<file path="src/rtl/mem_port_arbiter.sv">
// Arbitrates one line-wide memory port between the I-side (read-only) and
// D-side (read/write) miss paths: round-robin, one transaction in flight.
module mem_port_arbiter #(
   parameter int ADDR_W = 32,
   parameter int LINE_W = 256
) (
   input  logic              clk,
   input  logic              rst,
   input  logic              i_read,
   input  logic [ADDR_W-1:0] i_address,
   output logic [LINE_W-1:0] i_rdata,
   output logic              i_resp,
   input  logic              d_read,
   input  logic              d_write,
   input  logic [ADDR_W-1:0] d_address,
   input  logic [LINE_W-1:0] d_wdata,
   output logic [LINE_W-1:0] d_rdata,
   output logic              d_resp,
   output logic              pmem_read,
   output logic              pmem_write,
   output logic [ADDR_W-1:0] pmem_address,
   output logic [LINE_W-1:0] pmem_wdata,
   input  logic [LINE_W-1:0] pmem_rdata,
   input  logic              pmem_resp
);

   typedef enum logic [1:0] {IDLE, SERVE_I, SERVE_D} state_t;

   state_t            state;
   logic              last_d;
   logic [ADDR_W-1:0] cap_addr;
   logic [LINE_W-1:0] cap_wdata;
   logic              want_i;
   logic              want_d;
   logic              grant_d;

   assign want_i  = i_read;
   assign want_d  = d_read | d_write;
   // On a tie the side that was not served last wins; last_d resets to I so D wins first.
   assign grant_d = want_d & (~want_i | ~last_d);

   always_ff @(posedge clk or posedge rst) begin
      if (rst) begin
         state      <= IDLE;
         last_d     <= 1'b0;
         cap_addr   <= '0;
         cap_wdata  <= '0;
         pmem_read  <= 1'b0;
         pmem_write <= 1'b0;
      end else begin
         case (state)
            IDLE: begin
               if (grant_d) begin
                  state      <= SERVE_D;
                  last_d     <= 1'b1;
                  cap_addr   <= d_address;
                  cap_wdata  <= d_wdata;
                  pmem_write <= d_write;
                  pmem_read  <= ~d_write;
               end else if (want_i) begin
                  state      <= SERVE_I;
                  last_d     <= 1'b0;
                  cap_addr   <= i_address;
                  cap_wdata  <= '0;
                  pmem_write <= 1'b0;
                  pmem_read  <= 1'b1;
               end
            end
            SERVE_I, SERVE_D: begin
               if (pmem_resp) begin
                  state      <= IDLE;
                  pmem_read  <= 1'b0;
                  pmem_write <= 1'b0;
               end
            end
            default: begin
               state      <= IDLE;
               pmem_read  <= 1'b0;
               pmem_write <= 1'b0;
            end
         endcase
      end
   end

   assign pmem_address = cap_addr;
   assign pmem_wdata   = cap_wdata;
   assign i_resp       = (state == SERVE_I) & pmem_resp;
   assign d_resp       = (state == SERVE_D) & pmem_resp;
   assign i_rdata      = pmem_rdata;
   assign d_rdata      = pmem_rdata;

endmodule

</file>
<file path="config.mk">
export PLATFORM = sky130hd
export DESIGN_NAME = mem_port_arbiter
export DESIGN_NICKNAME = d
export VERILOG_FILES = /design/src/rtl/mem_port_arbiter.sv
export SDC_FILE = /design/constraint.sdc
export NUM_CORES = 1
export LEC_CHECK = 0
export CORE_AREA = 2 2 544 546
export CTS_CLUSTER_DIAMETER = 40
export DETAILED_ROUTE_END_ITERATION = 6
export DIE_AREA = 0 0 546 548
export PLACE_DENSITY_LB_ADDON = 0.25
export SYNTH_ARGS = -nofsm -noshare
export SYNTH_HDL_FRONTEND = slang
export SYNTH_SLANG_ARGS = --single-unit
</file>
<file path="constraint.sdc">
create_clock -name clk -period 12.4 [get_ports clk]
set_clock_uncertainty 0.05 [all_clocks]
set_input_delay 3.72 -clock clk [delete_from_list [all_inputs] [get_ports clk]]
set_output_delay 3.72 -clock clk [all_outputs]
set_load 0.005 [all_outputs]
</file>
After elaboration in Yosys (flattened, before gate mapping)
Cells that the tools add are included.
{"block": "classes", "n_reduce_logical": 5, "eq_ne": 4, "muxes": 16, "n_bitwise": 8}
{"operator": "2-to-1 mux 256 bit", "count": 2}
{"operator": "2-to-1 mux 32 bit", "count": 2}
{"operator": "2-to-1 mux 1 bit", "count": 6}
{"operator": "2-to-1 mux 2 bit", "count": 3}
{"operator": "one-hot mux 1 bit (2 select lines)", "count": 2}
{"operator": "one-hot mux 2 bit (2 select lines)", "count": 1}
{"operator": "AND reduction 2 bit", "count": 2}
{"operator": "bitwise AND 1 bit", "count": 3}
{"operator": "!= test 3 bit (second input constant)", "count": 1}
{"operator": "NOT 1 bit", "count": 3}
{"operator": "== test 2 x 1 -> 1 bit (second input constant)", "count": 1}
{"operator": "== test 2 bit (second input constant)", "count": 1}
{"operator": "logical NOT 2 bit", "count": 1}
{"operator": "!= test 2 bit (second input constant)", "count": 1}
{"operator": "OR 1 bit", "count": 2}
{"operator": "nonzero test 2 bit", "count": 1}
{"operator": "OR reduction 2 bit", "count": 1}
{"block": "word_totals", "in_bits": 582, "register_bits": 293, "out_inout_bits": 804, "wordCells": 39}

Logic depth before layout (Yosys ltp)
Gate-level depths: netlist (run 1).
{"block": "logic_depth", "ltp_word": 5, "ltp_mapped": 7, "mapped_depth_nobuf": 5}

Worst setup path before layout (run 1)
OpenSTA, ideal clock, no wires.
{"block": "synth_timing", "kind": "in2out", "from": "in pmem_resp", "to": "out d_resp", "required_ns": 8.630, "cell_stages": 1, "slack_ns": 4.767, "t_arrival_ns": 3.863, "path_buffers": 0, "path_cell_list": "and2_1"}
{"block": "synth_via", "elab_chain_cells": 1}
{"item": "start, declared", "line": "24", "source": "input logic pmem_resp"}
{"item": "bitwise AND 1 bit", "line": "88", "source": "assign d_resp = (state == SERVE_D) & pmem_resp;"}
{"item": "end, declared", "line": "18", "source": "output logic d_resp,"}
No other way between the ends.

Worst setup path in the final report (run 1)
Same ends and word-level chain as after synthesis.

==> impl_metrics.ini, run 1 <==
[run]
max_cap_viol_count = 0

[logic_synthesis]
synth_top_family_by_area = buffers and inverters
muxShareOfSynthArea_pct = 2.18
yosysWarnings = 0
synth_fa_ha_area_share_pct = 0.255
syn_area_um2 = 14700
syn_nets = 1834
ys_seq_area_share_pct = 49.8
synth.area.top_cells = dfrtp_1 (50%), buf_4 (26%), a22o_1 (15%)
synth_cells = 1249
synth_compound_area_share_pct = 16.9
yosys.area.top_type = dfrtp_1
yosys.area_share.xor_xnor_pct = 0
ys_types = 18
syn_area_per_cell_um2 = 11.8
ys_ff_latch = 293
yosys.area_share.simple_pct = 1.11
synth_top_cell_area_share_pct = 49.8

[setup_path]
ff2ff_setup_slack_ns = 9.44
reg2reg_depth = 7
worstReg2RegStart = state[0]$_DFFE_PP0P_
reg2reg_to = pmem_wdata[179]$_DFFE_PP0P_
worst_setup_path_end_kind = output port
worstSetupPathType = in2out
startpoint = pmem_resp
cp_max_fo = 3
cp-endpoint = d_resp
worstSetupStartpointType = input port
cp.required_ns = 8.63
worst_ep_arrival_time_ns = 5.25

[die]
core-area_um2 = 293000
initial_utilization_pct = 5.02
die_w_um = 546
ioPinCount = 1386
die_y_um = 548
die-area_um2 = 299000
rows = 199

[clock_tree]
post_cts_buffers = 0
clockRootBuffer = clkbuf_16
cts_buffer_depth = 4
cts_max_level = 3
cts_buffers = 99
clock-sinks = 293
clk-insertion-delay-late_ns = 0.74
cts.repair.resized = 0
cts_hold_buf = 0
tritoncts = yes
clk_pin_slew_ns = 0.04

[sta]
finalCritPeriodShare_pct = 72.7
hold_slack_ns = 0.424
setup_viol = 0
slew_viol_final = 0
slew_headroom_pct = 29.5
period_needed_ns = 9.02
fmax_ghz = 0.111
rsz0062_at_grt = false
tns_ns = 0
final-hold-violation-count = 0
tightest_slew_ns = 1.06

[detailed_routing]
drt_iter0_drc = 613
drc = 0
routedWlPerCell_um = 23.3
dr.pass1.iters = 5
ant_nets = 0
wl_um = 126000
vias_per_cell = 1.98
via_count = 10714

[power_and_ir_drop]
power.density_nw_per_um2 = 276
leakagePower_nw = 9.30
vdd_ir_drop_max_mv = 0.107

[placed_design]
dp_hpwl_um = 106000
io_buffers = 617
place_congestion = 0.733
placed_area_um2 = 21600

[global_route]
grt_max_degree = 149
grt_pass1_vias = 11499
grt-ovfl-total = 0
grt_usage_pct = 8.18
antenna_found_initial = 96
grt_pass1_wl_um = 153000

[layout]
area_delta_synth_final_pct = 71.9
finalNetCount = 1988
drive_gt1_share_pct = 12.6
fill_cells = 33815
fin_area_um2 = 25300

[hold_path]
min_path_type = reg2reg

[run_status]
status = finished clean
-- cells in the final DEF (no fill, tap or decap) --
cell             count
mux2i_1             32
clkbuf_8            20
dfrtp_1            293
clkbuf_16           99
nor2_4               1
nor3_1               1
nand2_1             34
buf_12               1
inv_6                2
inv_16               2
o21ai_0             32
buf_4               14
clkinv_2            17
a21o_1               1
a211o_1              1
ha_1                 3
inv_1                5
bufinv_16           22
o2bb2ai_4            1
a22o_1             257
diode_2             15
and2_1               3
clkdlybuf4s50_1    617
inv_8                1
o31ai_4              1
o2bb2ai_1            4
clkbuf_1            12
clkinvlp_4           6
-- critical path: stages --
cell	delay (ns)
clkdlybuf4s50_1	0.76
and2_1	0.24
clkdlybuf4s50_1	0.52
-- worst min-delay path by stage --
stage | slack, ns | cells after the start | start | end
2_1_floorplan | 0.42 | 2 | pmem_address[0]$_DFFE_PP0P_ | pmem_address[0]$_DFFE_PP0P_
4_1_cts | 0.43 | 2 | pmem_address[31]$_DFFE_PP0P_ | pmem_address[31]$_DFFE_PP0P_
3_3_place_gp | 0.42 | 2 | pmem_address[16]$_DFFE_PP0P_ | pmem_address[16]$_DFFE_PP0P_
6_report | 0.42 | 2 | pmem_address[31]$_DFFE_PP0P_ | pmem_address[31]$_DFFE_PP0P_
3_5_place_dp | 0.42 | 2 | pmem_address[31]$_DFFE_PP0P_ | pmem_address[31]$_DFFE_PP0P_
5_1_grt | 0.45 | 2 | pmem_address[26]$_DFFE_PP0P_ | pmem_address[26]$_DFFE_PP0P_
-- power breakdown --
group | total (mW) | leakage, nW | internal (mW) | switching (mW)
clock | 2.82 | 1.78 | 2.02 | 0.807
combinational | 2.54 | 3.80 | 1.13 | 1.40
sequential | 1.62 | 3.72 | 1.37 | 0.245
total | 6.98 | 9.30 | 4.53 | 2.46
-- registers in the layout, indices dropped and copies added (netlist names) --
register      cells
pmem_wdata      256
pmem_address     32
state             2
last_d            1
pmem_read         1
pmem_write        1
-- final cells by class --
class                      instances  area [µm²]  area share, %
sequential                       293        7330           29.0
timing repair buffer             632        6300           24.9
tap                             3919        4900           19.4
multi-input combinational        371        3030           12.0
clock buffer                     131        2800           11.1
clock inverter                    49         848           3.36
antenna                           15        37.5          0.148
inverter                           6        30.0          0.119
-- kinds of logic after synthesis --
| logic type | after synthesis |
|---|---|
| AOI/OAI and AO/OA | 297 |
| adders and majority gates | 3 |
| buffers and inverters | 585 |
| DFF | 293 |
| muxes | 32 |
| and+or+nand+nor | 39 |
-- synth_stat cells --
cell type  instances
buf_2             33
o21ai_0           32
a22o_1           257
a211o_1            1
a21o_1             1
buf_4            519
and2_1             3
ha_1               3
nor3_1             1
nor2_4             1
mux2i_1           32
inv_1              6
buf_6             24
clkbuf_1           3
o2bb2ai_1          5
dfrtp_1          293
o31ai_4            1
nand2_1           34
-- through the flow --
stage / util [%] / setup slack (ns) / cells / power (mW)
floorplan: - / 0.539 / 1249 / 2.56
global placement: 7.37 / 3.35 / 5221 / 4.28
detailed placement: 7.37 / 3.35 / 5221 / 4.28
CTS: 8.61 / 3.35 / 5401 / 7.23
global route: 8.61 / 3.34 / 5402 / 7.47
finish: 8.63 / 3.38 / 5416 / 6.98
-- per-layer routing --
layer / track usage [%] / vias to the layer above / share of wire, %
li1: - / 4246 / -
met4: 4.21 / 16 / 5.9
met1: 8.35 / 4875 / 36
met3: 7.83 / 478 / 21
met2: 10.8 / 1099 / 37
met5: 0.633 / - / 0.23
Power figures use the tool's default switching activity.
==> inputs of run 2 (changes only) <==
==> constraint.sdc (replaced) <==
create_clock -name clk -period 7.5 [get_ports clk]
set_clock_uncertainty 0.05 [all_clocks]
set_input_delay 2.25 -clock clk [delete_from_list [all_inputs] [get_ports clk]]
set_output_delay 2.25 -clock clk [all_outputs]
set_load 0.005 [all_outputs]
==> run 2 against run 1 <==
Compared with the run above:
- first-iteration DRC count fell by 10%
- core utilization rose by 0.070 points
- global-route usage fell by 0.14 points
- critical path depth did not move
- cell count barely moved
- via count rose by 0.38%
- combinational power rose by 65%
- flip-flop and latch count did not move
- critical path type unchanged
==> impl_metrics.ini, run 2 (synthesized netlist as in run 1, its figures left out) <==
[run_status]
status = finished clean

[layout]
fill_cells = 33808
finalNetCount = 1990
final_cell_mix = clkdlybuf4s50_1 (617), dfrtp_1 (293), a22o_1 (257)
fin_cells = 5420
area_delta_synth_final_pct = 73.3
drive_gt1_share_pct = 12.7
layout.cells.most_common = clkdlybuf4s50_1
fin_area_um2 = 25500
largest_register_ffs = 256
multi_input_area_um2 = 3030
seq_area_um2 = 7330

[clock_tree]
tritoncts = yes
clock-sinks = 293
cts_buffer_depth = 4
cts_max_level = 3
cts_hold_buf = 0
cts.repair.resized = 0
cts_buffers = 101
clockRootBuffer = clkbuf_16
clk_pin_slew_ns = 0.04
post_cts_buffers = 0
clk-insertion-delay-late_ns = 0.73

[sta]
fmax_ghz = 0.165
tightest_slew_ns = 0.942
finalCritPeriodShare_pct = 80.7
tns_ns = 0
rsz0062_at_grt = false
slew_viol_final = 0
final-hold-violation-count = 0
period_needed_ns = 6.05
setup_viol = 0
slew_headroom_pct = 37.2

[detailed_routing]
wl_um = 124000
drt_iter0_drc = 549
dr.pass1.iters = 4
vias_per_cell = 1.98
via_count = 10755
ant_nets = 0
routedWlPerCell_um = 22.9
drc = 0

[power_and_ir_drop]
vdd_ir_drop_max_mv = 0.230
pwr-share-clk_pct = 41.2
leakagePower_nw = 9.35
p_sw_share_pct = 34.6
power.density_nw_per_um2 = 459
seqPwrFrac_pct = 22.9
p_comb_share_pct = 35.9
power.switching_mw = 4.04
internal-power_mw = 7.64

[setup_path]
worstReg2RegStart = last_d$_DFFE_PP0P_
worstSetupStartpointType = input port
cp.required_ns = 5.20
worst_setup_path_end_kind = output port
reg2reg_to = pmem_wdata[16]$_DFFE_PP0P_
worst_ep_arrival_time_ns = 3.75
startpoint = pmem_resp
reg2reg_depth = 5
cp-endpoint = i_resp
ff2ff_setup_slack_ns = 5.14
cp_max_fo = 3
worstSetupPathType = in2out

[die]
initial_utilization_pct = 5.02
core-area_um2 = 293000
die_y_um = 548
rows = 199
die_w_um = 546
die-area_um2 = 299000
ioPinCount = 1386

[run]
max_cap_viol_count = 0

[placed_design]
dp_hpwl_um = 105000
io_buffers = 617
placed_area_um2 = 21700
dp_cells = 5221
place_congestion = 0.708

[global_route]
grt_max_degree = 126
grt_usage_pct = 8.04
antenna_found_initial = 98
grt-ovfl-total = 0
grt_pass1_wl_um = 151000
grt_pass1_vias = 11415

[hold_path]
min_path_type = reg2reg
hold_path_depth = 2
## run 2: changes by cell type in the layout (fill, tap and decap cells not counted), moves of 2 or more
cell        previous run  this run
clkbuf_8              20        12
clkinv_2              17        12
bufinv_16             22        27
clkinvlp_4             6        11
clkinv_4               0         3
diode_2               15        18
buf_12                 1         6
clkbuf_16             99       101
buf_4                 14         9
## run 2: how the worst min path moves through the flow
stage / from / to / slack, ns
2_1_floorplan: pmem_address[0]$_DFFE_PP0P_ / pmem_address[0]$_DFFE_PP0P_ / 0.42
3_3_place_gp: pmem_address[5]$_DFFE_PP0P_ / pmem_address[5]$_DFFE_PP0P_ / 0.42
3_5_place_dp: pmem_address[1]$_DFFE_PP0P_ / pmem_address[1]$_DFFE_PP0P_ / 0.42
4_1_cts: pmem_address[1]$_DFFE_PP0P_ / pmem_address[1]$_DFFE_PP0P_ / 0.43
5_1_grt: pmem_address[2]$_DFFE_PP0P_ / pmem_address[2]$_DFFE_PP0P_ / 0.45
6_report: pmem_address[1]$_DFFE_PP0P_ / pmem_address[1]$_DFFE_PP0P_ / 0.42
## run 2: worst max-delay path, stage by stage
cell and delay (ns):
clkdlybuf4s50_1 0.74, and2_1 0.23, clkdlybuf4s50_1 0.52
## run 2: per-stage QoR
| stage | hold slack [ns] | utilization (%) | total power [mW] | worst slack [ns] |
|---|---|---|---|---|
| after CTS | 0.429 | 8.68 | 12.1 | 1.38 |
| after floorplan | 0.423 | - | 4.24 | 1.31 |
| final | 0.424 | 8.70 | 11.7 | 1.45 |
| after global routing | 0.449 | 8.68 | 12.5 | 1.37 |
| after detailed placement | 0.419 | 7.39 | 7.09 | 1.38 |
| after global placement | 0.419 | 7.39 | 7.10 | 1.37 |
## run 2: area by class of cell
| class | instances | share of cell area, % |
|---|---|---|
| inverters | 6 | 0.103 |
| clock inverters | 56 | 4.11 |
| repair buffers | 632 | 25.0 |
| well taps | 3919 | 19.2 |
| clock buffers | 125 | 10.7 |
| multi-input cells | 371 | 11.9 |
| flip-flops and latches | 293 | 28.8 |
| diodes | 18 | 0.177 |
## run 2: power by group through the flow
stage / clock network, mW / logic (mW) / registers (mW)
2_1_floorplan: 0 / 1.55 / 2.69
3_3_place_gp: 0 / 4.42 / 2.68
3_5_place_dp: 0 / 4.39 / 2.70
4_1_cts: 5.01 / 4.41 / 2.69
5_1_grt: 5.08 / 4.64 / 2.77
6_report: 4.82 / 4.19 / 2.67
## run 2: layer usage
metal | up-vias | part of all wire (%) | global-route usage (%)
met1 | 4863 | 35 | 8.14
met5 | - | 0.41 | 1.08
met4 | 26 | 5.9 | 4.07
met2 | 1086 | 38 | 10.9
li1 | 4260 | - | -
met3 | 520 | 20 | 7.47
